[src/rtl/step_sequencer.sv]
// rtl/step_sequencer.sv - multi-channel step sequencer with rate divider, gates and live recording
// Optional feature: define STEP_SEQ_SWING_EN to add the swing input (even steps longer, odd steps shorter).
module step_sequencer #(
  parameter int CHANNELS    = 4,
  parameter int STEPS       = 16,
  parameter int PERIOD_W    = 32,
  parameter int GATE_CYCLES = 2_500_000,
  localparam int POS_W      = $clog2(STEPS)
) (
  input  logic                sys_clk,
  input  logic                reset,
  input  logic                run,
  input  logic                rewind,
  input  logic [PERIOD_W-1:0] step_period,
  input  logic [POS_W:0]      pattern_len,
  input  logic [CHANNELS-1:0] rec_set,
  input  logic [CHANNELS-1:0] rec_clr,
  input  logic                clear_all,
`ifdef STEP_SEQ_SWING_EN
  input  logic [PERIOD_W-2:0] swing,
`endif
  output logic [POS_W-1:0]    pos,
  output logic                step_strobe,
  output logic [CHANNELS-1:0] gate,
  output logic [CHANNELS-1:0] cur_bits
);

  localparam int CW = PERIOD_W + 1;
  localparam int GW = (GATE_CYCLES > 1) ? $clog2(GATE_CYCLES) : 1;

  logic [STEPS-1:0]    pat  [CHANNELS];
  logic [GW-1:0]       gcnt [CHANNELS];
  logic [CW-1:0]       cnt;
  logic [CW-1:0]       dur;
  logic [PERIOD_W-1:0] per;
  logic [POS_W:0]      len;
  logic [POS_W-1:0]    wrap_pos;
  logic [POS_W-1:0]    nxt_pos;
  logic                adv;
  logic                entry;
`ifdef STEP_SEQ_SWING_EN
  logic [PERIOD_W-1:0] swing_eff;
`endif

  always_comb begin
    per = (step_period == '0) ? PERIOD_W'(1) : step_period;
    len = (pattern_len == '0 || pattern_len > (POS_W+1)'(STEPS)) ? (POS_W+1)'(STEPS) : pattern_len;
`ifdef STEP_SEQ_SWING_EN
    // Swing is clamped so an odd step never shrinks below one cycle.
    swing_eff = ({1'b0, swing} >= per - PERIOD_W'(1)) ? per - PERIOD_W'(1) : {1'b0, swing};
    dur = pos[0] ? ({1'b0, per} - {1'b0, swing_eff}) : ({1'b0, per} + {1'b0, swing_eff});
`else
    dur = {1'b0, per};
`endif
    adv      = run && (cnt >= dur - CW'(1));
    // >= also pulls pos back into range after pattern_len shrinks.
    wrap_pos = ({1'b0, pos} >= len - (POS_W+1)'(1)) ? '0 : pos + POS_W'(1);
    entry    = rewind ? run : adv;
    nxt_pos  = rewind ? '0 : (adv ? wrap_pos : pos);
  end

  always_ff @(posedge sys_clk or negedge reset) begin
    if (!reset) begin
      cnt         <= '0;
      pos         <= '0;
      step_strobe <= 1'b0;
    end else begin
      step_strobe <= entry;
      pos         <= nxt_pos;
      if (rewind || adv) cnt <= '0;
      else if (run)      cnt <= cnt + CW'(1);
    end
  end

  // Recording always targets the pre-advance position.
  always_ff @(posedge sys_clk or negedge reset) begin
    if (!reset) begin
      for (int c = 0; c < CHANNELS; c++) pat[c] <= '0;
    end else if (clear_all) begin
      for (int c = 0; c < CHANNELS; c++) pat[c] <= '0;
    end else begin
      for (int c = 0; c < CHANNELS; c++)
        pat[c][pos] <= (pat[c][pos] | rec_set[c]) & ~rec_clr[c];
    end
  end

  always_ff @(posedge sys_clk or negedge reset) begin
    if (!reset) begin
      gate <= '0;
      for (int c = 0; c < CHANNELS; c++) gcnt[c] <= '0;
    end else begin
      for (int c = 0; c < CHANNELS; c++) begin
        if (entry && pat[c][nxt_pos]) begin
          gate[c] <= 1'b1;
          gcnt[c] <= GW'(GATE_CYCLES - 1);
        end else if (gate[c]) begin
          if (gcnt[c] == '0) gate[c] <= 1'b0;
          else               gcnt[c] <= gcnt[c] - GW'(1);
        end
      end
    end
  end

  always_comb begin
    cur_bits = '0;
    for (int c = 0; c < CHANNELS; c++) cur_bits[c] = pat[c][pos];
  end

endmodule

[config.mk]
export PLATFORM = sky130hd
export DESIGN_NAME = step_sequencer
export DESIGN_NICKNAME = d
export VERILOG_FILES = /design/src/rtl/step_sequencer.sv
export SDC_FILE = /design/constraint.sdc
export NUM_CORES = 1
export LEC_CHECK = 0
export CORE_UTILIZATION = 37
export CTS_CLUSTER_DIAMETER = 200
export DETAILED_ROUTE_END_ITERATION = 7
export GPL_TIMING_DRIVEN = 0
export HOLD_SLACK_MARGIN = 0.1
export PLACE_DENSITY = 0.66
export SYNTH_ARGS = -nofsm -noshare
export SYNTH_HDL_FRONTEND = slang
export SYNTH_SLANG_ARGS = --single-unit
[constraint.sdc]
create_clock -name sys_clk -period 4.4 [get_ports sys_clk]
set_clock_uncertainty 0.15 [all_clocks]
set_input_delay 0.66 -clock sys_clk [delete_from_list [all_inputs] [get_ports sys_clk]]
set_output_delay 0.66 -clock sys_clk [all_outputs]
set_load 0.005 [all_outputs]
==> impl_metrics.tcl <==
set metrics [dict create \
    clk_latency_ps 450 \
    synth_top_area_share 0.406 \
    critPathMaxFanout 5 \
    combPwrFrac 0.173 \
    start_util 0.378 \
    ys_warn_count 0 \
    clock_tree.root_cell "clkbuf_16" \
    p_total_mw 4.51 \
    cts.sinks 194 \
    ys_top_cells_by_area "dfrtp_1 (41%), xnor2_1 (5.9%), ha_1 (5.1%), nand2_1 (4.3%), nor2_1 (4.2%)" \
    drive_gt1_frac 0.255 \
    cts_tree "yes" \
    hold_violations 0 \
    critPathLaunchType "primary input" \
    switching_share 0.310 \
    ir_drop_v 0.000282 \
    dr.pass1.iters 5 \
    yosys_most_used_dff "dfrtp_1" \
    max_freq_mhz 177 \
    die_w_um 182 \
    wl_um 32800 \
    post-synth-top-count-cell "dfrtp_1" \
    dpl.hpwl_um 21500 \
    ys_seq_area_frac 0.406 \
    synth-edff-count 0 \
    yosysTopAreaCell "dfrtp_1" \
    antenna_found_initial 0 \
    p_seq_frac 0.467 \
    coreArea_um2 31600 \
    min_path_type "reg -> reg" \
    cap_violations 0 \
    synthToLayoutAreaGrowth_pct 30.5 \
    wl_met3_um 1700 \
    finalSetupViolations 130 \
    synth_area_um2 11900 \
    failed_checks "negative setup slack" \
    whs_ps 387 \
    required_ps 4630 \
    synth_nets 1356 \
    fin_crit_ps 5650 \
    clkPwrFrac 0.360 \
    arrival_ps 5880 \
    switching_power_mw 1.40 \
    p_per_area_nw_per_um2 289 \
    vias 10300 \
    grt_overflow 0 \
    grt_max_degree 121 \
    ys_ff_latch 194 \
    grt_pass1_vias 10400 \
    status "finished with violations" \
    die_area_um2 33000 \
    nNetsFinal 1524 \
    die_h_um 182 \
    place.gp.congestion 0.887 \
    wl_per_cell_um 17.8 \
    path_clk_slew_ps 90 \
    slew_headroom 0.225 \
    worst_slew_pin_slew_ps 1160 \
    num_rows 65 \
    syn_area_per_cell_um2 9.50 \
    synth.distinct_cells 80 \
    crit_path_end_kind "flip-flop" \
    final_cells 1840 \
    antenna_cells 0 \
    placed_cells 1720 \
    drc 0 \
    met1_length_um 14200 \
    synthCells 1257 \
    ioPinCount 63 \
    drtIter0Drc 882 \
    port_buffers 60 \
    p_int_mw 3.11 \
    cts_buffers 17 \
    postRouteAntennaNets 0 \
    clockBufferDepth 2 \
    maxSlewViolCount 0 \
    ctsHtreeMaxLevel 4 \
    crit_type "in -> reg" \
    async_flop_share 1.00 \
    post-route-period-util 1.28 \
    synthTopCellsByCount "dfrtp_1 (194), nand2_1 (137), nor2_1 (133)" \
    grt_use_total 0.202 \
    place_worst_setup_slack_ps -2950 \
    rsz0062_at_grt "true" \
    fin_ws_ps -1250 \
    grt_pass1_wl_um 53600 \
    p_leak_nw 6.44 \
    viasPerCell 5.62 \
    wl_met2_um 15700 \
    top_layer "met4" \
]
critical path, stage by stage:
cell	delay, ps
clkdlybuf4s15_2	220
nor4_4	240
buf_4	150
buf_4	90
buf_4	90
buf_4	90
buf_4	100
nand2_2	50
or4_4	520
inv_4	80
and3_4	180
and3_4	220
nand2_2	50
xor2_1	160
ha_1	340
nand4_4	130
nor4_4	410
o211ai_1	270
buf_4	240
a311oi_4	320
a2bb2oi_4	280
o21bai_4	130
a211oi_4	320
buf_4	180
nor2_4	50
buf_6	120
buf_8	120
nand3_2	60
what timing repair did:
item / in CTS / in global routing
gates cloned: 12 / 3
hold buffers: 1 / 0
pin swaps: 57 / 10
gates resized for setup: 233 / 84
buffers inserted: 68 / 6
endpoints found under the hold margin: 74 / 0
endpoints found under the setup margin: 134 / 130
path summary, 6_finish.rpt:
path | end | cells after the start | from | slack [ps]
min | gcnt[1] | 2 | gcnt[1] | 390
max | gcnt[29] | 28 | step_period[4] | -1250
min in group asynchronous | gcnt[36] | 2 | reset | 610
max reg2reg | gcnt[80] | 16 | pos[0] | 150
min reg2reg | gcnt[1] | 2 | gcnt[1] | 390
max in group asynchronous | pat[14] | 3 | reset | 2480
state kept, by name, summed over array words and instances (netlist names):
register and cells:
gcnt 88, cnt 33, pat 64, pos 4, step_strobe 1, gate 4
layer usage:
layer,vias up,track usage
met5,-,0
met4,0,0.0837
met3,99,0.0283
met2,328,0.332
met1,5074,0.268
li1,4845,-
layout by cell type (no fill, tap or decap), drive strengths merged, types with 14 or more instances in the layout:
master and count:
clkdlybuf4s50 27, nor3 50, nand3 86, and2 14
clkbuf 52, a21oi 69, and3 30, nand2 137
or4 18, xor2 50, xnor2 82, nor4 28
ha 49, dfrtp 194, inv 38, buf 122
o21ai 15, mux2i 41, mux4 21, nor2 133
power groups by stage:
stage,sequential (mW),combinational (mW),clock [mW]
after floorplan,2.10,0.491,0
after global placement,2.13,0.671,0
after detailed placement,2.13,0.696,0
after CTS,2.10,0.753,1.65
after global routing,2.13,0.871,1.73
final,2.11,0.781,1.62
cells by family after synthesis:
logic type      synth area share
fa+ha+maj                 0.0513
buf+inv                   0.0313
compound gates            0.0965
mux                       0.0796
xor+xnor                  0.0974
flops                      0.406
simple gates               0.238
final cells by class:
cell class | count | area, um2
Buffer | 54 | 432
Clock buffer | 17 | 425
Clock inverter | 15 | 201
Fill cell | 2794 | 16000
Inverter | 32 | 140
Multi-Input combinational cell | 977 | 7570
Sequential cell | 194 | 4850
Tap cell | 402 | 503
Timing Repair Buffer | 149 | 1460
through the flow:
step                       util  TNS (ps)  area, um2
after floorplan               -   -128270      12200
after global placement    0.420  -1447510      13300
after detailed placement  0.421   -321130      13300
after CTS                 0.482   -102410      15300
after global routing      0.493   -145290      15600
final                     0.493   -124520      15600
Power figures use the tool's default switching activity.
